[src/rtl/wb_queue_if.sv]
// Bundle of writeback request, register-file write and forwarding signals
// shared between the writeback queue and its user.
interface wb_queue_if;
    logic        i_reqValid;
    logic [2:0]  i_reqAddr;
    logic [15:0] i_reqData;
    logic        o_reqReady;
    logic        i_wStall;
    logic        o_wEn;
    logic [2:0]  o_wAddr;
    logic [15:0] o_wData;
    logic [2:0]  i_fwdAddr;
    logic        o_fwdHit;
    logic [15:0] o_fwdData;
    logic        o_spPending;
    logic [3:0]  o_count;

    modport slave (
        input  i_reqValid, i_reqAddr, i_reqData, i_wStall, i_fwdAddr,
        output o_reqReady, o_wEn, o_wAddr, o_wData, o_fwdHit, o_fwdData,
               o_spPending, o_count
    );

    modport master (
        output i_reqValid, i_reqAddr, i_reqData, i_wStall, i_fwdAddr,
        input  o_reqReady, o_wEn, o_wAddr, o_wData, o_fwdHit, o_fwdData,
               o_spPending, o_count
    );
endinterface

[src/rtl/wb_queue.sv]
// Register-file writeback queue: circular FIFO draining into the write port,
// with youngest-match forwarding and a stack-pointer-pending flag.
module wb_queue #(
    parameter int DEPTH = 4
) (
    input logic       i_clk,
    input logic       i_rst,
    wb_queue_if.slave bus
);
    localparam int PW = (DEPTH > 1) ? $clog2(DEPTH) : 1;
    localparam logic [3:0] FULL = 4'(DEPTH);

    logic [PW-1:0] head;
    logic [PW-1:0] tail;
    logic [3:0]    count;
    logic [2:0]    addr_mem [DEPTH];
    logic [15:0]   data_mem [DEPTH];
    logic          enq;
    logic          deq;
    logic          not_empty;
    logic [PW-1:0] slot;
    logic          hit;
    logic [15:0]   fwd_data;
    logic          sp;

    assign not_empty      = (count != 4'd0);
    assign bus.o_reqReady = (count != FULL);
    assign enq            = bus.i_reqValid & bus.o_reqReady;
    assign deq            = not_empty & ~bus.i_wStall;
    assign bus.o_wEn      = deq;
    assign bus.o_count    = count;
    assign bus.o_wAddr    = not_empty ? addr_mem[head] : 3'd0;
    assign bus.o_wData    = not_empty ? data_mem[head] : 16'd0;

    always_ff @(posedge i_clk) begin
        if (i_rst) begin
            head  <= '0;
            tail  <= '0;
            count <= 4'd0;
        end else begin
            if (enq) tail <= tail + PW'(1);
            if (deq) head <= head + PW'(1);
            case ({enq, deq})
                2'b10:   count <= count + 4'd1;
                2'b01:   count <= count - 4'd1;
                default: count <= count;
            endcase
        end
    end

    // Payload storage carries no reset; occupancy alone decides validity.
    always_ff @(posedge i_clk) begin
        if (enq && !i_rst) begin
            addr_mem[tail] <= bus.i_reqAddr;
            data_mem[tail] <= bus.i_reqData;
        end
    end

    // Walk oldest to youngest so the last match seen is the youngest one.
    always_comb begin
        hit      = 1'b0;
        fwd_data = 16'd0;
        sp       = 1'b0;
        slot     = '0;
        for (int i = 0; i < DEPTH; i++) begin
            slot = head + PW'(i);
            if (4'(i) < count) begin
                if (addr_mem[slot] == bus.i_fwdAddr) begin
                    hit      = 1'b1;
                    fwd_data = data_mem[slot];
                end
                if (addr_mem[slot] == 3'b111) sp = 1'b1;
            end
        end
    end

    assign bus.o_fwdHit    = hit;
    assign bus.o_fwdData   = fwd_data;
    assign bus.o_spPending = sp;
endmodule
[src/flat_wrapper.sv]
// flat-port wrapper written by rule: the top's interface ports become plain ports
module wb_queue_flat 
#(
    parameter int DEPTH = 4
)
  (i_clk, i_rst, bus_i_reqValid, bus_i_reqAddr, bus_i_reqData, bus_i_wStall, bus_i_fwdAddr, bus_o_reqReady, bus_o_wEn, bus_o_wAddr, bus_o_wData, bus_o_fwdHit, bus_o_fwdData, bus_o_spPending, bus_o_count);
  wb_queue_if bus_i ();
  input logic i_clk;
  input logic i_rst;
  input wire logic [$bits(bus_i.i_reqValid)-1:0] bus_i_reqValid;
  input wire logic [$bits(bus_i.i_reqAddr)-1:0] bus_i_reqAddr;
  input wire logic [$bits(bus_i.i_reqData)-1:0] bus_i_reqData;
  input wire logic [$bits(bus_i.i_wStall)-1:0] bus_i_wStall;
  input wire logic [$bits(bus_i.i_fwdAddr)-1:0] bus_i_fwdAddr;
  output wire logic [$bits(bus_i.o_reqReady)-1:0] bus_o_reqReady;
  output wire logic [$bits(bus_i.o_wEn)-1:0] bus_o_wEn;
  output wire logic [$bits(bus_i.o_wAddr)-1:0] bus_o_wAddr;
  output wire logic [$bits(bus_i.o_wData)-1:0] bus_o_wData;
  output wire logic [$bits(bus_i.o_fwdHit)-1:0] bus_o_fwdHit;
  output wire logic [$bits(bus_i.o_fwdData)-1:0] bus_o_fwdData;
  output wire logic [$bits(bus_i.o_spPending)-1:0] bus_o_spPending;
  output wire logic [$bits(bus_i.o_count)-1:0] bus_o_count;
  assign bus_i.i_reqValid = bus_i_reqValid;
  assign bus_i.i_reqAddr = bus_i_reqAddr;
  assign bus_i.i_reqData = bus_i_reqData;
  assign bus_i.i_wStall = bus_i_wStall;
  assign bus_i.i_fwdAddr = bus_i_fwdAddr;
  assign bus_o_reqReady = bus_i.o_reqReady;
  assign bus_o_wEn = bus_i.o_wEn;
  assign bus_o_wAddr = bus_i.o_wAddr;
  assign bus_o_wData = bus_i.o_wData;
  assign bus_o_fwdHit = bus_i.o_fwdHit;
  assign bus_o_fwdData = bus_i.o_fwdData;
  assign bus_o_spPending = bus_i.o_spPending;
  assign bus_o_count = bus_i.o_count;
  wb_queue #(.DEPTH(DEPTH)) u_core (.i_clk(i_clk), .i_rst(i_rst), .bus(bus_i));
endmodule
[config.mk]
export PLATFORM = sky130hd
export DESIGN_NAME = wb_queue_flat
export DESIGN_NICKNAME = d
export VERILOG_FILES = /design/src/rtl/wb_queue_if.sv /design/src/rtl/wb_queue.sv /design/src/flat_wrapper.sv
export SDC_FILE = /design/constraint.sdc
export NUM_CORES = 1
export LEC_CHECK = 0
export BUFFER_PORTS_ARGS = -buffer_cell sky130_fd_sc_hd__buf_2
export CAP_MARGIN = 0
export CORE_UTILIZATION = 30
export DETAILED_ROUTE_END_ITERATION = 8
export SLEW_MARGIN = 10
export SYNTH_ARGS = -nofsm -noshare
export SYNTH_HDL_FRONTEND = slang
export SYNTH_SLANG_ARGS = --single-unit
[constraint.sdc]
create_clock -name i_clk -period 2 [get_ports i_clk]
set_input_delay 0.2 -clock i_clk [delete_from_list [all_inputs] [get_ports i_clk]]
set_output_delay 0.2 -clock i_clk [all_outputs]
set_load 0.01 [all_outputs]
# --- Word level (Yosys, flattened, before mapping) ---
# Memories as Yosys holds them, arrays and structs flattened. A register that Yosys moved wholly into a read port is not among the register bits.
# Index checks and enable logic that the tools add are counted.
# Widths: inputs -> output; s select.
totals:
  register_bits: 8
  ramBits: 76
  in_bits: 26
  output_inout_bits: 43
  word_cells: 66
  mem_count: 2
mem_list:
  columns: ["name", "depth", "word_bits", "rd", "rd_clocked_by_memory_dff", "write_ports", "line_no", "text"]
  rows:
  - ["u_core.data_mem", 4, 16, 4, 1, 1, "wb_queue.sv:17", "logic [15:0] data_mem [DEPTH];"]
  - ["u_core.addr_mem", 4, 3, 4, 1, 1, "wb_queue.sv:16", "logic [2:0] addr_mem [DEPTH];"]
op_classes:
  addsub: 6
  n_lt_le_gt_ge: 4
  n_eq_ne: 11
  mux: 33
  bitwise_logic: 3
  reduce_logical: 4
ops:
  columns: ["cell", "n"]
  rows:
  - ["$mux 16", 9]
  - ["$mux 1", 18]
  - ["$eq 3x3->1", 4]
  - ["$eq 3x3->1 const B", 4]
  - ["$lt 1x4->1 const A", 2]
  - ["$lt 2x4->1 const A", 2]
  - ["$mux 2", 4]
  - ["$pmux 4 s2", 1]
  - ["$add 2x1->2 const B", 2]
  - ["$add 2x2->2 const B", 2]
  - ["$add 4x1->4 const B", 1]
  - ["$ne 4x3->1 const B", 1]
  - ["$reduce_bool 4->1", 1]
  - ["$sub 4x1->4 const B", 1]
  - ["$mux 3", 1]
  - ["$and 1x1->1", 2]
  - ["$eq 2x1->1 const B", 1]
  - ["$eq 2x2->1 const B", 1]
  - ["$reduce_bool 2->1", 1]
  - ["$logic_and 1x1->1", 1]
  - ["$logic_not 1->1", 1]
  - ["$not 1->1", 1]

# --- Depth between registers and ports, before layout ---
# Gate-level depths: netlist (run 1).
logic_depth:
  depth_word: 9
  depth_mapped: 9
  mapped_depth_nobuf: 9

# --- Least setup slack after synthesis (run 1) ---
# Ideal clock, no wire load.
synth_timing:
  kind: "reg-to-output"
  start: "reg u_core.head[0]"
  end: "out bus_o_fwdData[10]"
  t_arrival_ps: 2138
  t_required_ps: 1800
  slack_ps: -338
  stages_incl_launch_ff: 9
  n_path_buf: 2
  path_cell_list: "dfxtp_1 > buf_4 > mux4_2 > xnor2_1 > nand4_1 > nor3b_2 > buf_2 > a21oi_1 > o22ai_1"
synth_via:
  elab_chain_len: 9
  word_cells_on_any_way: 14
  classes_between: "add/sub: 3; eq/ne: 3; mux: 6; memory: 2"
synth_rtl:
  columns: ["element", "line_no", "text"]
  rows:
  - ["start, declared", "wb_queue.sv:13", "logic [PW-1:0] head;"]
  - ["start signal, assigned", "wb_queue.sv:42", "if (deq) head <= head + PW'(1);"]
  - ["$add 2x1->2", "wb_queue.sv:66", "slot = head + PW'(i);"]
  - ["$mem_v2 4x3", null, null]
  - ["$eq 3x3->1", "wb_queue.sv:68", "if (addr_mem[slot] == bus.i_fwdAddr) begin"]
  - ["$mux 16", "wb_queue.sv:68", null]
  - ["$mux 16", "wb_queue.sv:67", "if (4'(i) < count) begin"]
  - ["$mux 16", "wb_queue.sv:68", null]
  - ["$mux 16", "wb_queue.sv:67", null]
  - ["$mux 16", "wb_queue.sv:68", null]
  - ["$mux 16 *", "wb_queue.sv:67", null]
  - ["end, declared", "flat_wrapper.sv:20", "output wire logic [$bits(bus_i.o_fwdData)-1:0] bus_o_fwdData;"]
# Mark *: on every way between the ends. The rest lies on a longest branch, timed or not.

==> results of run 1 <==
[how the worst min path moves through the flow]
stage          depth (start not counted)  slack (ns)         startpoint                endpoint
6_report                               1        0.07  bus_i_reqData[15]  u_core.data_mem[2][15]
5_1_grt                                1        0.07  bus_i_reqData[15]  u_core.data_mem[2][15]
2_1_floorplan                          0        0.30   bus_i_reqAddr[0]   u_core.addr_mem[0][0]
4_1_cts                                1        0.06  bus_i_reqData[15]  u_core.data_mem[2][15]
3_3_place_gp                           1        0.41  bus_i_reqData[15]  u_core.data_mem[0][15]
3_5_place_dp                           1        0.42  bus_i_reqData[15]  u_core.data_mem[1][15]
[where the power goes]
part / switching (mW) / internal [mW] / total [mW]
clock: 0.688 / 1.10 / 1.79
combinational: 2.64 / 3.03 / 5.67
sequential: 0.157 / 2.12 / 2.28
total: 3.49 / 6.25 / 9.74
[cell type report]
type | count | area (um2) | share of cell area
repair buffers | 165 | 1430 | 0.186
multi-input cells | 348 | 3060 | 0.399
clock buffers | 9 | 225 | 0.0293
flip-flops and latches | 86 | 2500 | 0.326
well taps | 229 | 287 | 0.0373
inverters | 21 | 78.8 | 0.0103
clock inverters | 7 | 96.3 | 0.0125
[what timing repair did]
item	4_1_cts	5_1_grt
endpoints found under the setup margin	37	38
gates cloned	1	1
pin swaps	12	4
buffers inserted	18	10
hold buffers	0	0
gates resized for setup	68	26
[metal layers]
metal,up-vias,track usage,share of wire
met5,-,0,0.00053
met4,2,0.0615,0.025
met1,2128,0.190,0.41
li1,2125,-,-
met2,119,0.288,0.51
met3,30,0.0308,0.046
[per-stage QoR]
step	hold WS, ns	area (um2)
after floorplan	0.299	5720
after global placement	0.413	6860
after detailed placement	0.417	6860
after CTS	0.0634	7540
after global routing	0.0688	7680
final	0.0739	7680
[sequential cells by signal (all words and copies together) (netlist names), named ones only]
name	cells
u_core.data_mem	64
u_core.addr_mem	12
u_core.bus.o_count	4
u_core.head	2
u_core.tail	2
[cell families after synthesis]
| logic type | Yosys count |
|---|---|
| AOI/OAI and AO/OA | 122 |
| adders and majority gates | 9 |
| DFF | 86 |
| xor gates and xnor gates | 18 |
| buffers and inverters | 58 |
| muxes | 95 |
| and+or+nand+nor | 104 |
[cells in the final DEF, fill, tap and decap left out, drive strengths merged]
master / n
mux2: 32
nor2: 41
o22ai: 16
a31oi: 2
mux2i: 32
a21oi: 51
clkbuf: 9
or3: 2
nand3: 4
clkinv: 2
xor2: 7
a211oi: 1
and2: 23
and3: 1
xnor2: 11
nand2: 21
edfxtp: 76
or4: 1
inv: 23
clkinvlp: 1
o21ai: 50
nand4: 4
buf: 165
mux4: 31
ha: 9
nand4b: 3
o31ai: 1
nor2b: 1
bufinv: 2
nor3b: 2
a32oi: 1
dfxtp: 10
nand3b: 1
[worst max-delay path, cell delays in order, from the launching register on]
cell      delay [ns]
edfxtp_1        0.44
mux4_2          0.50
xor2_1          0.17
or4_4           0.57
buf_12          0.19
o22ai_2         0.21
buf_2           0.17
==> flow_summary.yaml, run 1 <==
logic_synthesis:
  synthSimpleGateAreaFrac: 0.0920
  yosys-top-cells-count: "edfxtp_1, a21oi_1, o21ai_0"
  synthFlopType: "edfxtp_1"
  synth_xor_area_frac: 0.0283
  syn_avg_cell_area_um2: 11.3
  synthMuxAreaShare: 0.248
  syn_nets: 527
  synthArstFlopShare: 0
  ys_seq_elements: 86
  ys_types: 36
  synthTopCellsByArea: "edfxtp_1, mux4_2, mux2_2"
  yosysMostFrequentCell: "edfxtp_1"
  synth_top_area_cell: "edfxtp_1"
  synth_top_area_frac: 0.410
  synth_area_um2: 5570
  synth_cells: 492
  synth-edff-count: 76
  yosys_warnings: 0
  synth_compound_area_frac: 0.116
  synth_top_family_by_area: "multiplexers"
  synth_seq_area_share: 0.446
  synthAdderAreaFrac: 0.0202
floorplan:
  die_h_um: 138
  rows: 49
  initial_core_util: 0.308
  coreArea_um2: 18100
  die_w_um: 138
  io_pins: 69
  die_area_um2: 19100
drt:
  routed_via_density: 5.09
  drt_iter0_markers: 224
  route.antenna.remaining_nets: 0
  wl_mm: 15.0
  via_count: 4404
  route.detailed.drc: 6
  wl_per_cell_um: 17.3
  drt-pass1-iter-count: 6
sta:
  max_freq_mhz: 359
  max_slew_margin: 0.596
  setup_viol: 31
  rsz0062_at_grt: "yes"
  fin_crit_sh: 1.39
  fin_ws_ns: -0.787
  skew_ns: 0.00559
  worstMarginPinSlew_ns: 0.606
  finalMaxSlewViolations: 0
  hold_violations: 0
  tns_ns: -15.56
  final.min_clock_period_ns: 2.79
cts:
  root_buffer: "clkbuf_16"
  cts_inserted_buffers: 9
  numClockSinks: 86
  cts_tree: "built"
  clock_latency_ns: 0.34
  cts-htree-levels: 3
  clk_path_buf_depth: 2
  clk_pin_slew_ns: 0.06
min_path:
  worstHoldPathType: "primary input to register"
layout:
  finalNetCount: 666
  syn2layout_area_growth_pct: 38.0
  diodes: 0
  fill_cells: 1628
  fin_cells: 865
  fin_util: 0.425
  drive_gt1_frac: 0.475
place:
  io_buffer_count: 68
  place_congestion: 0.800
  pre_cts_slack_ns: -0.449
  place_inst: 827
  dp_hpwl_mm: 10.8
critical_path:
  reg2reg_slack_ns: 0.09
  critical_path.startpoint_type: "register"
  crit_required_ns: 1.80
  reg2reg_from: "u_core.bus.o_count[1]"
  crit_type: "register to primary output"
  worst_r2r_path_depth: 8
  endpoint_kind: "primary output"
  r2r_end: "u_core.bus.o_count[2]"
  cp.arrival_ns: 2.59
  worstSetupStartpoint: "u_core.addr_mem[1][2]"
  path_max_fanout: 23
  setup.worst_path.end: "bus_o_fwdData[13]"
global_routing:
  grt_pass1_vias: 4428
  grt_max_degree: 69
  antenna_found_initial: 1
  grt_pass1_wl_mm: 23.7
  grt_use_total: 0.161
  overflow: 0
run:
  maxCapViolations: 0
power:
  fin_total_pwr_mw: 9.74
  powerDensity_nw_per_um2: 1270
  p_leak_nw: 2.88
  ir_drop_uv: 597
status:
  outcome: "finished with violations"
  violations: "DRC, setup timing"
Note: power is estimated with default switching activity, not from simulation.
==> run 2, diff against run 1 <==
- SKIP_CTS_REPAIR_TIMING: default -> 1
==> run 2 against run 1 <==
Net effect: the run still ends with DRC, setup timing left; cell area fell by 1.7%; routed wire length rose by 0.92%; sequential power barely moved; clock skew about the same; first-iteration DRC count rose by 17%; worst setup slack lost 0.015 ns; global-route usage decreased by 0.33 points; sequential share of layout area rose by 0.57 points.
==> flow_summary.yaml, run 2 (synthesis gave the netlist of run 1 again) <==
sta:
  skew_ns: 0.00523
  final.min_clock_period_ns: 2.80
  fin_crit_sh: 1.40
  max_freq_mhz: 357
  worstMarginPinSlew_ns: 0.613
  rsz0062_at_grt: "yes"
  max_slew_margin: 0.592
  finalMaxSlewViolations: 0
  whs_ns: 0.0753
  hold_violations: 0
  setup_viol: 25
  tns_ns: -14.51
  fin_ws_ns: -0.802
cts:
  clk_pin_slew_ns: 0.06
  clk_path_buf_depth: 2
  numClockSinks: 86
  cts_tree: "built"
  cts-htree-levels: 3
  root_buffer: "clkbuf_16"
  clock_latency_ns: 0.34
  cts_inserted_buffers: 9
floorplan:
  io_pins: 69
  rows: 49
  initial_core_util: 0.308
  die_area_um2: 19100
  coreArea_um2: 18100
  die_w_um: 138
  die_h_um: 138
drt:
  wl_per_cell_um: 17.7
  routed_via_density: 5.13
  via_count: 4383
  drt_iter0_markers: 263
  drt-pass1-iter-count: 6
  route.detailed.drc: 6
  route.antenna.remaining_nets: 0
  wl_mm: 15.1
critical_path:
  worstSetupStartpoint: "u_core.addr_mem[1][2]"
  critical_path.startpoint_type: "register"
  reg2reg_from: "u_core.bus.o_count[0]"
  cp.arrival_ns: 2.60
  path_max_fanout: 23
  crit_type: "register to primary output"
  endpoint_kind: "primary output"
  crit_required_ns: 1.80
min_path:
  worstHoldPathType: "primary input to register"
  min-delay-start: "bus_i_reqData[1]"
layout:
  fin_util: 0.417
  drive_gt1_frac: 0.467
  diodes: 0
  largest_register_ffs: 64
  final_area_um2: 7550
  syn2layout_area_growth_pct: 35.6
  final_cell_mix: "edfxtp_1, buf_2, buf_4, a21oi_1, nor2_1"
  top_register: "u_core.data_mem"
  finalNetCount: 655
  final_common_cell: "edfxtp_1"
  fin_cells: 854
power:
  powerDensity_nw_per_um2: 1260
  ir_drop_uv: 504
  fin_total_pwr_mw: 9.54
  p_leak_nw: 2.81
global_routing:
  grt_pass1_wl_mm: 23.2
  grt_pass1_vias: 4382
  antenna_found_initial: 1
  grt_max_degree: 69
  overflow: 0
  grt_use_total: 0.157
status:
  violations: "DRC, setup timing"
  outcome: "finished with violations"
place:
  place_inst: 827
  dpl_cell_area_um2: 6860
  io_buffer_count: 68
  dp_hpwl_mm: 10.8
  pre_cts_slack_ns: -0.449
  place_congestion: 0.800
run:
  maxCapViolations: 0
## run 2: final cells by class
| type | count | area [um2] |
|---|---|---|
| Fill cell | 1646 | 10500 |
| Multi-Input combinational cell | 348 | 3070 |
| Sequential cell | 86 | 2500 |
| Timing Repair Buffer | 154 | 1290 |
| Tap cell | 229 | 287 |
| Clock buffer | 9 | 225 |
| Clock inverter | 7 | 96.3 |
| Inverter | 21 | 78.8 |
## run 2: path summary, 6_finish.rpt
| path | to | slack (ns) | cells after the start |
|---|---|---|---|
| worst max-delay path | bus_o_fwdData[13] | -0.80 | 7 |
| worst min-delay path | u_core.data_mem[2][1] | 0.08 | 1 |
| worst max register to register | u_core.bus.o_count[2] | 0.10 | 8 |
| worst min register to register | u_core.tail[1] | 0.51 | 2 |
## run 2: power by group
group / leakage (nW) / total (mW) / internal [mW] / switching (mW)
logic: 1.88 / 5.47 / 2.88 / 2.60
clock network: 0.155 / 1.79 / 1.10 / 0.688
registers: 0.776 / 2.28 / 2.12 / 0.159
total: 2.81 / 9.54 / 6.10 / 3.44
## run 2: critical path, stage by stage, from the launching register on
cell      delay (ns)
edfxtp_1        0.46
mux4_2          0.51
xor2_1          0.17
or4_4           0.57
buf_12          0.19
o21ai_0         0.11
o22ai_2         0.11
buf_2           0.15
## run 2: per-layer routing
layer,up-vias,wire [um],GRT usage
met5,-,8,0
met4,2,330,0.0656
met3,28,682,0.0312
met2,113,7780,0.279
met1,2134,6310,0.186
li1,2106,-,-
==> run 3, diff against run 2 <==
- CTS_BUF_LIST: default -> sky130_fd_sc_hd__clkbuf_4 sky130_fd_sc_hd__clkbuf_8
- PLACE_DENSITY: default -> 0.57
- REMOVE_ABC_BUFFERS: default -> 1
==> run 3 against run 2 <==
Net effect: the flow still finishes with violations (DRC, setup timing); cell area decreased by 4.4%; routed wire length decreased by 1.9%; sequential power decreased by 2%; global-route usage decreased by 0.12 points; clock power decreased by 38%; combinational power decreased by 1%; cell count decreased by 0.12%.
==> flow_summary.yaml, run 3 (synthesis gave the netlist of run 1 again) <==
status:
  violations: "DRC, setup timing"
  outcome: "finished with violations"
sta:
  skew_ns: 0.00945
  setup_viol: 35
  fin_crit_sh: 1.42
  max_freq_mhz: 353
  fin_ws_ns: -0.831
  finalMaxSlewViolations: 0
  final.min_clock_period_ns: 2.83
  rsz0062_at_grt: "yes"
  hold_violations: 0
  max_slew_margin: 0.631
  worstMarginPinSlew_ns: 0.554
critical_path:
  endpoint_kind: "primary output"
  reg2reg_slack_ns: 0.11
  r2r_end: "u_core.bus.o_count[2]"
  setup.worst_path.end: "bus_o_fwdData[1]"
  worst_r2r_path_depth: 7
  worstSetupStartpoint: "u_core.head[1]"
  path_max_fanout: 21
  critical_path.startpoint_type: "register"
  cp.arrival_ns: 2.63
  crit_required_ns: 1.80
  reg2reg_from: "u_core.bus.o_count[1]"
  crit_type: "register to primary output"
global_routing:
  grt_pass1_vias: 4418
  overflow: 0
  antenna_found_initial: 1
  grt_pass1_wl_mm: 23.1
  grt_max_degree: 84
  grt_use_total: 0.156
place:
  place_congestion: 0.834
  io_buffer_count: 68
  pre_cts_slack_ns: -0.467
  dp_hpwl_mm: 10.4
drt:
  via_count: 4350
  wl_mm: 14.8
  wl_per_cell_um: 17.4
  drt_iter0_markers: 326
  route.antenna.remaining_nets: 0
  drt-pass1-iter-count: 6
  routed_via_density: 5.10
  route.detailed.drc: 22
layout:
  final_cell_mix: "edfxtp_1, buf_2, buf_4, a21oi_1, o21ai_0"
  top_register: "u_core.data_mem"
  drive_gt1_frac: 0.429
  fill_cells: 1703
  largest_register_ffs: 64
  syn2layout_area_growth_pct: 29.6
  final_common_cell: "edfxtp_1"
  finalNetCount: 653
cts:
  root_buffer: "clkbuf_8"
  cts_inserted_buffers: 9
  clock_latency_ns: 0.37
  numClockSinks: 86
  clk_pin_slew_ns: 0.08
  cts_tree: "built"
  clk_path_buf_depth: 2
  cts-htree-levels: 3
power:
  clkPwrFrac: 0.127
  fin_total_pwr_mw: 8.75
  ir_drop_uv: 679
  p_leak_nw: 2.68
  switching_share: 0.375
  seqPwrFrac: 0.256
  comb_power_share: 0.617
  powerDensity_nw_per_um2: 1210
  netSwitchingPower_mw: 3.28
  intPower_mw: 5.47
floorplan:
  die_w_um: 138
  io_pins: 69
  initial_core_util: 0.308
  rows: 49
  coreArea_um2: 18100
  die_area_um2: 19100
  die_h_um: 138
min_path:
  min-delay-start: "bus_i_reqData[13]"
  worstHoldPathType: "primary input to register"
run:
  maxCapViolations: 0
==> run 3: cell count changes in the layout (fill, tap and decap cells not counted), sizes merged <==
cell,before,now
bufinv,2,0
inv,23,21
buf,153,151
clkinv,2,3
clkbuf,10,13
diode,0,1
==> run 3: power by group through the flow <==
stage / clock network, mW / registers (mW) / logic (mW)
final: 1.11 / 2.24 / 5.40
after global routing: 1.20 / 2.26 / 5.83
after CTS: 1.14 / 2.21 / 4.60
after detailed placement: 0 / 2.26 / 4.58
after global placement: 0 / 2.25 / 4.53
after floorplan: 0 / 2.61 / 2.24
==> run 3: how the worst min path moves through the flow <==
stage	to	slack (ns)	cells after the start
6_report	u_core.data_mem[0][13]	0.04	1
5_1_grt	u_core.data_mem[2][6]	0.03	1
4_1_cts	u_core.data_mem[2][14]	0.02	1
3_3_place_gp	u_core.data_mem[2][5]	0.41	1
2_1_floorplan	u_core.bus.o_count[2]	0.27	1
3_5_place_dp	u_core.addr_mem[3][1]	0.42	1
==> run 3: layout make-up <==
| cell class | count | area (um2) | area share |
|---|---|---|---|
| clock buffers | 12 | 153 | 0.0212 |
| clock inverters | 4 | 22.5 | 0.00312 |
| repair buffers | 152 | 1240 | 0.173 |
| inverters | 21 | 78.8 | 0.0109 |
| multi-input cells | 348 | 2930 | 0.406 |
| diodes | 1 | 2.50 | 0.000347 |
| well taps | 229 | 287 | 0.0397 |
| flip-flops and latches | 86 | 2500 | 0.346 |
==> run 3: layer usage <==
layer / vias to the layer above / track usage / wire, um
met5: - / 0 / 0
met4: 0 / 0.0532 / 172
met3: 13 / 0.0291 / 560
met2: 87 / 0.275 / 7670
met1: 2152 / 0.191 / 6430
li1: 2098 / - / -
==> run 3: worst max-delay path, cell delays in order, from the launching register on <==
cell	delay [ns]
dfxtp_4	0.39
mux4_2	0.54
xor2_1	0.17
or4_4	0.60
buf_12	0.19
o21ai_0	0.10
o22ai_2	0.12
buf_2	0.15
==> run 3: through the flow <==
stage	TNS, ns	util	area, um2	cells	hold WS [ns]
after global routing	-19.29	0.399	7210	852	0.0329
after global placement	-7.01	0.367	6640	826	0.413
after CTS	-20.86	0.377	6810	842	0.0200
final	-16.51	0.399	7210	853	0.0365
after floorplan	-59.26	-	5370	455	0.269
after detailed placement	-6.93	0.367	6640	826	0.415
